==> src/rtl/vga_sync_decoder.sv <==
// VGA receive-side decoder: recovers pixel coordinates, measures line/frame geometry and locks to an expected mode.
// Optional per-frame pixel CRC is built when VGA_SYNC_DECODER_CRC_EN is defined.
//
// state   | meaning
// SEARCH  | no frame reference yet; first vs_fall only starts measuring
// MEASURE | comparing each completed frame, counting consecutive matches
// LOCKED  | timing matches the expected mode; a mismatch drops back to MEASURE
module vga_sync_decoder #(
  parameter int EXP_H_TOTAL  = 800,
  parameter int EXP_V_TOTAL  = 525,
  parameter int EXP_H_ACTIVE = 640,
  parameter int EXP_V_ACTIVE = 480,
  parameter int LOCK_FRAMES  = 2
) (
  input  logic        vga_clk,
  input  logic        reset,
  input  logic        iHS,
  input  logic        iVS,
  input  logic        iBLANK_n,
  input  logic [3:0]  iVGA_R,
  input  logic [3:0]  iVGA_G,
  input  logic [3:0]  iVGA_B,
  output logic        oPIX_VALID,
  output logic [10:0] oX,
  output logic [9:0]  oY,
  output logic [11:0] oRGB,
  output logic [10:0] oH_TOTAL,
  output logic [9:0]  oV_TOTAL,
  output logic [10:0] oH_ACTIVE,
  output logic [9:0]  oV_ACTIVE,
  output logic        oLOCKED,
  output logic [7:0]  oERR_CNT,
  output logic [15:0] oFRAME_CRC
);

  localparam int          TO_INT       = (2 * EXP_H_TOTAL > 2047) ? 2047 : 2 * EXP_H_TOTAL;
  localparam logic [10:0] LP_TIMEOUT   = 11'(TO_INT);
  localparam logic [10:0] LP_H_TOTAL   = 11'(EXP_H_TOTAL);
  localparam logic [9:0]  LP_V_TOTAL   = 10'(EXP_V_TOTAL);
  localparam logic [10:0] LP_H_ACTIVE  = 11'(EXP_H_ACTIVE);
  localparam logic [9:0]  LP_V_ACTIVE  = 10'(EXP_V_ACTIVE);
  localparam logic [3:0]  LP_LOCK      = 4'(LOCK_FRAMES);

  typedef enum logic [1:0] {
    ST_SEARCH  = 2'd0,
    ST_MEASURE = 2'd1,
    ST_LOCKED  = 2'd2
  } state_t;

  logic        r_hs1, r_vs1, r_bl1, r_hs2, r_vs2, r_bl2;
  logic [11:0] r_rgb1;
  logic [10:0] r_col, r_h_cnt;
  logic [9:0]  r_row, r_v_cnt;
  logic        r_to_seen;
  state_t      r_state, w_state_nxt;
  logic [3:0]  r_good, w_good_nxt;

  logic        w_hs_fall, w_vs_fall, w_bl_rise, w_bl_fall;
  logic [10:0] w_x_cur, w_h_cnt_inc;
  logic [9:0]  w_row_inc, w_v_cnt_inc, w_v_total_new, w_v_active_new;
  logic        w_timeout, w_match, w_err_inc, w_locked_nxt;

  always_ff @(posedge vga_clk) begin
    if (reset) begin
      r_hs1  <= 1'b0;
      r_vs1  <= 1'b0;
      r_bl1  <= 1'b0;
      r_rgb1 <= '0;
      r_hs2  <= 1'b0;
      r_vs2  <= 1'b0;
      r_bl2  <= 1'b0;
    end else begin
      r_hs1  <= iHS;
      r_vs1  <= iVS;
      r_bl1  <= iBLANK_n;
      r_rgb1 <= {iVGA_R, iVGA_G, iVGA_B};
      r_hs2  <= r_hs1;
      r_vs2  <= r_vs1;
      r_bl2  <= r_bl1;
    end
  end

  assign w_hs_fall = r_hs2 & ~r_hs1;
  assign w_vs_fall = r_vs2 & ~r_vs1;
  assign w_bl_rise = ~r_bl2 & r_bl1;
  assign w_bl_fall = r_bl2 & ~r_bl1;

  assign w_x_cur        = w_bl_rise ? 11'd0 : r_col;
  assign w_row_inc      = (r_row == 10'h3FF) ? r_row : r_row + 10'd1;
  assign w_h_cnt_inc    = (r_h_cnt == 11'h7FF) ? r_h_cnt : r_h_cnt + 11'd1;
  assign w_v_cnt_inc    = (r_v_cnt == 10'h3FF) ? r_v_cnt : r_v_cnt + 10'd1;
  // A line or active run ending on the vs_fall cycle still belongs to the closing frame.
  assign w_v_total_new  = w_hs_fall ? w_v_cnt_inc : r_v_cnt;
  assign w_v_active_new = w_bl_fall ? w_row_inc : r_row;
  assign w_timeout      = (r_h_cnt >= LP_TIMEOUT) && !r_to_seen && !w_hs_fall;

  always_ff @(posedge vga_clk) begin
    if (reset) begin
      oPIX_VALID <= 1'b0;
      oX         <= '0;
      oY         <= '0;
      oRGB       <= '0;
      r_col      <= '0;
      r_row      <= '0;
      oH_ACTIVE  <= '0;
      oV_ACTIVE  <= '0;
    end else begin
      oPIX_VALID <= r_bl1;
      if (r_bl1) begin
        oX    <= w_x_cur;
        oY    <= r_row;
        oRGB  <= r_rgb1;
        r_col <= (w_x_cur == 11'h7FF) ? w_x_cur : w_x_cur + 11'd1;
      end
      if (w_bl_fall) oH_ACTIVE <= r_col;
      if (w_vs_fall) begin
        oV_ACTIVE <= w_v_active_new;
        r_row     <= '0;
      end else if (w_bl_fall) begin
        r_row <= w_row_inc;
      end
    end
  end

  always_ff @(posedge vga_clk) begin
    if (reset) begin
      r_h_cnt   <= '0;
      oH_TOTAL  <= '0;
      r_v_cnt   <= '0;
      oV_TOTAL  <= '0;
      r_to_seen <= 1'b0;
    end else begin
      if (w_hs_fall) begin
        oH_TOTAL <= w_h_cnt_inc;
        r_h_cnt  <= '0;
      end else begin
        r_h_cnt <= w_h_cnt_inc;
      end
      if (w_vs_fall) begin
        oV_TOTAL <= w_v_total_new;
        r_v_cnt  <= '0;
      end else if (w_hs_fall) begin
        r_v_cnt <= w_v_cnt_inc;
      end
      if (w_hs_fall)      r_to_seen <= 1'b0;
      else if (w_timeout) r_to_seen <= 1'b1;
    end
  end

  // H values compared are the registered ones from the closing frame, not this cycle's update.
  assign w_match = (oH_TOTAL == LP_H_TOTAL) && (oH_ACTIVE == LP_H_ACTIVE) &&
                   (w_v_total_new == LP_V_TOTAL) && (w_v_active_new == LP_V_ACTIVE);

  always_ff @(posedge vga_clk) begin
    if (reset) begin
      r_state  <= ST_SEARCH;
      r_good   <= '0;
      oLOCKED  <= 1'b0;
      oERR_CNT <= '0;
    end else begin
      r_state <= w_state_nxt;
      r_good  <= w_good_nxt;
      oLOCKED <= w_locked_nxt;
      if (w_err_inc && (oERR_CNT != 8'hFF)) oERR_CNT <= oERR_CNT + 8'd1;
    end
  end

  always_comb begin
    w_state_nxt = r_state;
    w_good_nxt  = r_good;
    if (w_timeout) begin
      w_state_nxt = ST_SEARCH;
      w_good_nxt  = '0;
    end else if (w_vs_fall) begin
      case (r_state)
        ST_SEARCH: begin
          w_state_nxt = ST_MEASURE;
          w_good_nxt  = '0;
        end
        ST_MEASURE: begin
          if (w_match) begin
            w_good_nxt = r_good + 4'd1;
            if (r_good + 4'd1 >= LP_LOCK) w_state_nxt = ST_LOCKED;
          end else begin
            w_good_nxt = '0;
          end
        end
        ST_LOCKED: begin
          if (!w_match) begin
            w_state_nxt = ST_MEASURE;
            w_good_nxt  = '0;
          end
        end
        default: begin
          w_state_nxt = ST_SEARCH;
          w_good_nxt  = '0;
        end
      endcase
    end
  end

  always_comb begin
    w_err_inc = w_timeout;
    if (w_vs_fall && (r_state != ST_SEARCH) && !w_match) w_err_inc = 1'b1;
    w_locked_nxt = (w_state_nxt == ST_LOCKED);
  end

`ifdef VGA_SYNC_DECODER_CRC_EN
  logic [15:0] r_crc;

  function automatic logic [15:0] f_crc12(input logic [15:0] i_crc, input logic [11:0] i_data);
    logic [15:0] v_crc;
    logic        v_fb;
    v_crc = i_crc;
    for (int i = 11; i >= 0; i--) begin
      v_fb  = v_crc[15] ^ i_data[i];
      v_crc = {v_crc[14:0], 1'b0} ^ (v_fb ? 16'h1021 : 16'h0000);
    end
    return v_crc;
  endfunction

  always_ff @(posedge vga_clk) begin
    if (reset) begin
      r_crc      <= 16'hFFFF;
      oFRAME_CRC <= '0;
    end else if (w_vs_fall) begin
      oFRAME_CRC <= r_crc;
      r_crc      <= 16'hFFFF;
    end else if (r_bl1) begin
      r_crc <= f_crc12(r_crc, r_rgb1);
    end
  end
`else
  assign oFRAME_CRC = 16'h0000;
`endif

endmodule

==> config.mk <==
export PLATFORM = sky130hd
export DESIGN_NAME = vga_sync_decoder
export DESIGN_NICKNAME = d
export VERILOG_FILES = /design/src/rtl/vga_sync_decoder.sv
export SDC_FILE = /design/constraint.sdc
export NUM_CORES = 1
export LEC_CHECK = 0
export BUFFER_PORTS_ARGS = -buffer_cell sky130_fd_sc_hd__buf_2
export CAP_MARGIN = 30
export CORE_ASPECT_RATIO = 2
export CORE_MARGIN = 10
export CORE_UTILIZATION = 55
export CTS_CLUSTER_DIAMETER = 200
export DETAILED_ROUTE_END_ITERATION = 16
export GPL_ROUTABILITY_DRIVEN = 0
export PLACE_DENSITY = 0.87
export SYNTH_ARGS = -nofsm -noshare
export SYNTH_HDL_FRONTEND = slang
export SYNTH_SLANG_ARGS = --single-unit
==> constraint.sdc <==
create_clock -name vga_clk -period 2.9 [get_ports vga_clk]
set_clock_uncertainty 0.1 [all_clocks]
set_input_delay 0.87 -clock vga_clk [delete_from_list [all_inputs] [get_ports vga_clk]]
set_output_delay 0.87 -clock vga_clk [all_outputs]
set_load 0.02 [all_outputs]
==> results of run 1 <==
## power by group through the flow
stage,logic [uW],clock network (uW),registers [uW]
after CTS,243,2280,2130
final,242,2250,2140
after detailed placement,241,0,2180
after floorplan,170,0,2200
after global routing,264,2370,2140
after global placement,237,0,2180
## flip-flops by register name, indices dropped and copies added (netlist names), 8 cells and up
register	cells
oX	11
oH_TOTAL	11
r_v_cnt	10
oRGB	12
r_col	11
oV_ACTIVE	10
oH_ACTIVE	11
oY	10
oERR_CNT	8
oV_TOTAL	10
r_rgb1	12
r_row	10
r_h_cnt	11
## logic make-up after synthesis
logic type	count (synthesis)	synth area share (%)
AND/OR/NAND/NOR	347	26.1
flip-flops	151	46.3
other	1	0.0575
buffers and inverters	65	5.49
XOR/XNOR	23	3.09
adder cells (fa/ha/maj)	8	1.53
AO/OA/AOI/OAI	118	11.9
multiplexers	35	5.43
## metrics by stage
| step | hold WS, ns | total power (uW) |
|---|---|---|
| global placement | 0.333 | 2420 |
| finish | 0.351 | 4620 |
| floorplan | 0.324 | 2370 |
| CTS | 0.353 | 4660 |
| detailed placement | 0.344 | 2420 |
| global route | 0.374 | 4770 |
## worst min path at each step
stage | to | cells after the start
detailed placement | r_to_seen$_SDFFE_PP0P_ | 2
CTS | r_to_seen$_SDFFE_PP0P_ | 2
global placement | r_to_seen$_SDFFE_PP0P_ | 2
finish | r_to_seen$_SDFFE_PP0P_ | 2
floorplan | r_to_seen$_SDFFE_PP0P_ | 2
global route | r_to_seen$_SDFFE_PP0P_ | 2
## timing repair
| action | CTS | global route |
|---|---|---|
| setup buffers | 0 | 0 |
| gates resized for setup | 0 | 3 |
| hold endpoints to repair | 0 | 0 |
| endpoints found under the setup margin | 0 | 2 |
| hold buffers | 0 | 0 |
## Yosys cell counts (9+ instances only)
master	count
dfxtp_1	151
nor2_1	123
nand2_1	67
a21oi_1	50
nand3_1	34
mux2i_1	32
nor2b_1	27
clkbuf_1	23
nand2b_1	22
a211oi_1	21
buf_4	18
o21ai_0	18
nand4_1	14
xor2_1	14
nor3_1	13
xnor2_1	9
## metal layers
layer / routed length, um / track usage (%) / vias up
met2: 8960 / 35.3 / 185
met4: 555 / 9.33 / 0
met3: 1060 / 6.31 / 42
met5: 0 / 0 / -
met1: 6060 / 18.7 / 2684
li1: - / - / 2754
## layout make-up
type	instances	area (um^2)	share of cell area, %
Multi-Input combinational cell	547	3210	41.2
Clock inverter	13	160	2.06
Sequential cell	151	3030	38.9
Tap cell	145	181	2.33
Timing Repair Buffer	130	726	9.34
Inverter	8	30.0	0.386
Clock buffer	19	443	5.70
## worst register-to-register path, delay by kind of cell, from the launching register on
kind / cells / cell delay, ns
multiplexers: 2 / 0.74
AND/OR/NAND/NOR: 5 / 0.99
flip-flops: 1 / 0.45
AO/OA/AOI/OAI: 1 / 0.37
==> impl_metrics.env, run 1 <==
export IMPL_cp_startpoint="r_row[2]$_SDFF_PP0_"
export IMPL_antenna_found_initial=0
export IMPL_fp_dieH_um=174
export IMPL_layout_nets=880
export IMPL_dp_slack_ns=0.140
export IMPL_holdCritStartpoint="r_to_seen$_SDFFE_PP0P_"
export IMPL_portBuffers=101
export IMPL_async_flop_share_pct=0
export IMPL_start_util_pct=55.8
export IMPL_cp_arrival_ns=2.95
export IMPL_vias=5665
export IMPL_design_area_um2=7770
export IMPL_drtPass1Iterations=5
export IMPL_worst_path_max_fanout=9
export IMPL_r2r_cells=8
export IMPL_fmax_mhz=366
export IMPL_layout_commonest_cell="dfxtp_1"
export IMPL_drive_above_1_share_pct=21.7
export IMPL_p_sw_share_pct=24.0
export IMPL_cts_root_buf="clkbuf_16"
export IMPL_htree_levels=4
export IMPL_crit_family="simple AND/OR/NAND/NOR gates"
export IMPL_clock_sinks=151
export IMPL_r2r_setup_slack_ns=0.17
export IMPL_p_int_uw=3510
export IMPL_wl_mm=16.6
export IMPL_syn_cell_area_um2=6520
export IMPL_die_area_um2=16900
export IMPL_yosys_warnings=0
export IMPL_cp_num_cells=8
export IMPL_io_pins=118
export IMPL_synthFlopType="dfxtp_1"
export IMPL_grt_pass1_vias=5618
export IMPL_fin_util_pct=66.4
export IMPL_dieWidth_um=97.0
export IMPL_slowest_delay_ns=0.45
export IMPL_start_kind="flop"
export IMPL_viasPerCell=5.59
export IMPL_wl_per_cell_um=16.4
export IMPL_placementRows=56
export IMPL_outcome="finished clean"
export IMPL_setup_slack_ns=0.166
export IMPL_power_density_nw_per_um2=595
export IMPL_place_area_um2=7160
export IMPL_setup_viol_count_final=0
export IMPL_period_share_pct=94.3
export IMPL_synth_edf_count=0
export IMPL_antenna_left=0
export IMPL_rsz0062_at_grt="no"
export IMPL_cp_end_kind="flop"
export IMPL_hold_viol_final=0
export IMPL_maxCapViolations=0
export IMPL_grt_max_degree=55
export IMPL_slowest_stage="dfxtp_1"
export IMPL_fin_cells=1013
export IMPL_p_seq_share_pct=46.2
export IMPL_criticalPathCategory="reg2reg"
export IMPL_cts_tree="done"
export IMPL_netlist_top_cells_area="dfxtp_1 46%, nor2_1 7.1%, mux2i_1 4.9%"
export IMPL_p_clk_share_pct=48.6
export IMPL_synthCells=748
export IMPL_required_ns=3.11
export IMPL_reg2reg_to="oERR_CNT[4]$_SDFFE_PP0P_"
export IMPL_syn_mean_instance_area_um2=8.72
export IMPL_fillers=917
export IMPL_placed_cells=981
export IMPL_ir_drop_mv=0.519
export IMPL_worstSetupEndpoint="oERR_CNT[4]$_SDFFE_PP0P_"
export IMPL_final_cell_mix="149 x dfxtp_1, 123 x nor2_1, 100 x buf_2"
export IMPL_first_iter_violations=433
export IMPL_hp_class="reg2reg"
export IMPL_dp_hpwl_mm=12.1
export IMPL_worstMarginPinSlew_ns=0.784
export IMPL_cp_cell_sequence="nand4_1, nor3_1, mux2_2, a2111oi_4, and4b_4, nor2_2, nand4_1, mux2_1"
export IMPL_period_needed_ns=2.73
export IMPL_finalMaxSlewViolations=0
export IMPL_groute_usage_overall_pct=19.3
export IMPL_cp_num_buf_inv=0
export IMPL_timing_setup_tns_ns=0
export IMPL_insertion_delay_ns=0.42
export IMPL_clk_path_buf_depth=2
export IMPL_power_leakage_uw=0.00312
export IMPL_core_area_um2=11700
export IMPL_p_comb_share_pct=5.2
export IMPL_synth_yosys_seq_area_share_pct=46.3
export IMPL_critPathMostFrequentCell="nand4_1"
export IMPL_grt_pass1_wl_mm=27.2
export IMPL_overflow=0
export IMPL_yosys_area_top_type_share_pct=46.3
export IMPL_max_slew_margin_rel_pct=47.3
export IMPL_synth_seq_cells=151
export IMPL_area_growth_pct=19.1
export IMPL_switching_power_uw=1110
export IMPL_path_clk_slew_ns=0.06
export IMPL_synth_distinct_cells=67
export IMPL_numCtsBuffers=17
export IMPL_r2r_start="r_row[2]$_SDFF_PP0_"
export IMPL_yosysTopAreaCell="dfxtp_1"
export IMPL_diodes=0
export IMPL_drc_errors=0
(Power assumes the default switching activity.)
==> run 2: changes to the inputs <==
- CORE_UTILIZATION: 55 -> 50
- PLACE_DENSITY: 0.87 -> 0.81
==> run 2 against run 1 <==
Effect of this change: cell area increased by 0.26%; largest power group unchanged; critical endpoint unchanged; sequential power about the same; non-clock buffer count decreased by 3; hold slack improved by 0.0018 ns.
==> impl_metrics.env, run 2 (synthesis results as in run 1) <==
export IMPL_outcome="finished clean"
export IMPL_io_pins=118
export IMPL_total_power_uw=4730
export IMPL_max_slew_margin_rel_pct=49.4
export IMPL_cp_end_kind="flop"
export IMPL_crit_family="simple AND/OR/NAND/NOR gates"
export IMPL_antenna_found_initial=0
export IMPL_p_sw_share_pct=24.1
export IMPL_antenna_left=0
export IMPL_final_cell_mix="148 x dfxtp_1, 123 x nor2_1, 100 x buf_2"
export IMPL_drtPass1Iterations=5
export IMPL_cts_tree="done"
export IMPL_hold_path_cell_count=2
export IMPL_grt_pass1_wl_mm=26.7
export IMPL_start_kind="flop"
export IMPL_cts_root_buf="clkbuf_16"
export IMPL_cp_arrival_ns=3.00
export IMPL_grt_max_degree=40
export IMPL_period_needed_ns=2.79
export IMPL_switching_power_uw=1140
export IMPL_clock_sinks=151
export IMPL_drive_above_1_share_pct=21.6
export IMPL_p_comb_share_pct=5.1
export IMPL_wl_mm=16.0
export IMPL_start_util_pct=50.5
export IMPL_fmax_mhz=359
export IMPL_dieWidth_um=101
export IMPL_cts_setup_buffers=0
export IMPL_viasPerCell=5.48
export IMPL_finalMaxSlewViolations=0
export IMPL_r2r_setup_slack_ns=0.11
export IMPL_fp_dieH_um=182
export IMPL_layout_nets=877
export IMPL_wl_per_cell_um=15.7
export IMPL_vias=5572
export IMPL_first_iter_violations=302
export IMPL_reg_largest_list="oRGB x12, r_rgb1 x12"
export IMPL_clk_path_buf_depth=2
export IMPL_setup_viol_count_final=0
export IMPL_layout_commonest_cell="dfxtp_1"
export IMPL_worstMarginPinSlew_ns=0.753
export IMPL_power_leakage_uw=0.00312
export IMPL_path_clk_slew_ns=0.06
export IMPL_p_clk_share_pct=49.8
export IMPL_numCtsBuffers=17
export IMPL_worst_path_max_fanout=6
export IMPL_p_int_uw=3590
export IMPL_placementRows=59
export IMPL_cp_num_buf_inv=0
export IMPL_power_density_nw_per_um2=607
export IMPL_htree_levels=4
export IMPL_p_seq_share_pct=45.2
export IMPL_hp_class="reg2reg"
export IMPL_timing_setup_tns_ns=0
export IMPL_period_share_pct=96.2
export IMPL_required_ns=3.11
export IMPL_core_area_um2=12900
export IMPL_reg2reg_to="oERR_CNT[4]$_SDFFE_PP0P_"
export IMPL_drc_errors=0
export IMPL_r2r_start="r_v_cnt[1]$_SDFF_PP0_"
export IMPL_diodes=0
export IMPL_portBuffers=101
export IMPL_insertion_delay_ns=0.42
export IMPL_rsz0062_at_grt="no"
export IMPL_slowest_delay_ns=0.42
export IMPL_holdCritStartpoint="oV_ACTIVE[3]$_SDFFE_PP0P_"
export IMPL_r2r_cells=9
export IMPL_slowest_stage="a2111oi_4"
export IMPL_fillers=1139
export IMPL_grt_pass1_vias=5587
export IMPL_hold_buffers=0
export IMPL_dp_hpwl_mm=11.9
export IMPL_groute_usage_overall_pct=17.7
export IMPL_hold_viol_final=0
export IMPL_hold_end="oV_ACTIVE[3]$_SDFFE_PP0P_"
export IMPL_criticalPathCategory="reg2reg"
export IMPL_multi_input_area_um2=3210
export IMPL_die_area_um2=18300
export IMPL_area_growth_pct=19.4
export IMPL_maxCapViolations=0
export IMPL_ir_drop_mv=0.612
export IMPL_layout_area_seq_um2=3030
export IMPL_cp_cell_sequence="ha_1, nand3_2, o31ai_4, nand3b_2, a2111oi_4, and4b_4, nor2_2, nand4_1, mux2_1"
export IMPL_overflow=0
[run 2: changes by cell type in the layout (fill, tap and decap cells not counted)]
cell | before | now
clkinv_8 | 0 | 1
clkinvlp_4 | 1 | 0
dfxtp_2 | 2 | 3
clkbuf_8 | 1 | 0
dfxtp_1 | 149 | 148
buf_4 | 30 | 27
clkbuf_1 | 1 | 0
bufinv_16 | 2 | 3
inv_8 | 2 | 3
[run 2: worst max path at each step]
stage	from	slack [ns]	to	cells after the start
2_1_floorplan	oPIX_VALID$_SDFF_PP0_	0.24	oERR_CNT[4]$_SDFFE_PP0P_	9
3_3_place_gp	r_row[2]$_SDFF_PP0_	0.21	oERR_CNT[4]$_SDFFE_PP0P_	8
3_5_place_dp	r_v_cnt[0]$_SDFF_PP0_	0.12	oERR_CNT[4]$_SDFFE_PP0P_	9
4_1_cts	r_v_cnt[0]$_SDFF_PP0_	0.07	oERR_CNT[4]$_SDFFE_PP0P_	9
5_1_grt	r_row[1]$_SDFF_PP0_	0.001	oERR_CNT[4]$_SDFFE_PP0P_	9
6_report	r_v_cnt[1]$_SDFF_PP0_	0.11	oERR_CNT[4]$_SDFFE_PP0P_	9
[run 2: power groups by stage]
stage / Combinational (uW) / Clock [uW] / Sequential (uW)
3_3_place_gp: 237 / 0 / 2180
2_1_floorplan: 170 / 0 / 2200
5_1_grt: 266 / 2480 / 2140
3_5_place_dp: 239 / 0 / 2180
4_1_cts: 241 / 2390 / 2130
6_report: 239 / 2350 / 2130
[run 2: stage by stage]
stage                     util [%]  std cells  setup WS [ns]  instance area (um^2)  hold WS (ns)
final                         60.3       1017          0.111                  7790         0.352
after global routing          60.3       1017        0.00145                  7790         0.375
after CTS                     60.2       1017         0.0730                  7780         0.355
after detailed placement      55.3        985          0.116                  7150         0.340
after global placement        55.3        985          0.211                  7150         0.334
after floorplan                  -        763          0.237                  6580         0.324
[run 2: final cells by class]
type                       instances  share of cell area, %
clock buffer                      17                   5.46
clock inverter                    15                   2.70
inverter                           8                  0.385
multi-input combinational        547                   41.1
sequential                       151                   38.8
tap                              152                   2.44
timing repair buffer             127                   9.03
[run 2: routing by layer]
layer  track usage (%)  up-vias  wire length (um)
li1                  -     2750                 -
met1              17.3     2631              5700
met2              31.7      154              8620
met3              6.62       37              1140
met4              8.07        0               510
met5                 0        -                 0
[run 2: timing repair]
item | CTS | global route
gates resized for setup | 0 | 4
hold endpoints to repair | 0 | 0
endpoints found under the setup margin | 0 | 2
[run 2: worst reg2reg max path, delay by kind of cell (launching register included)]
family	cells	cell delay (ns)
and+or+nand+nor	5	0.83
AOI/OAI and AO/OA	2	0.79
DFF	1	0.40
muxes	1	0.33
adders and majority gates	1	0.23
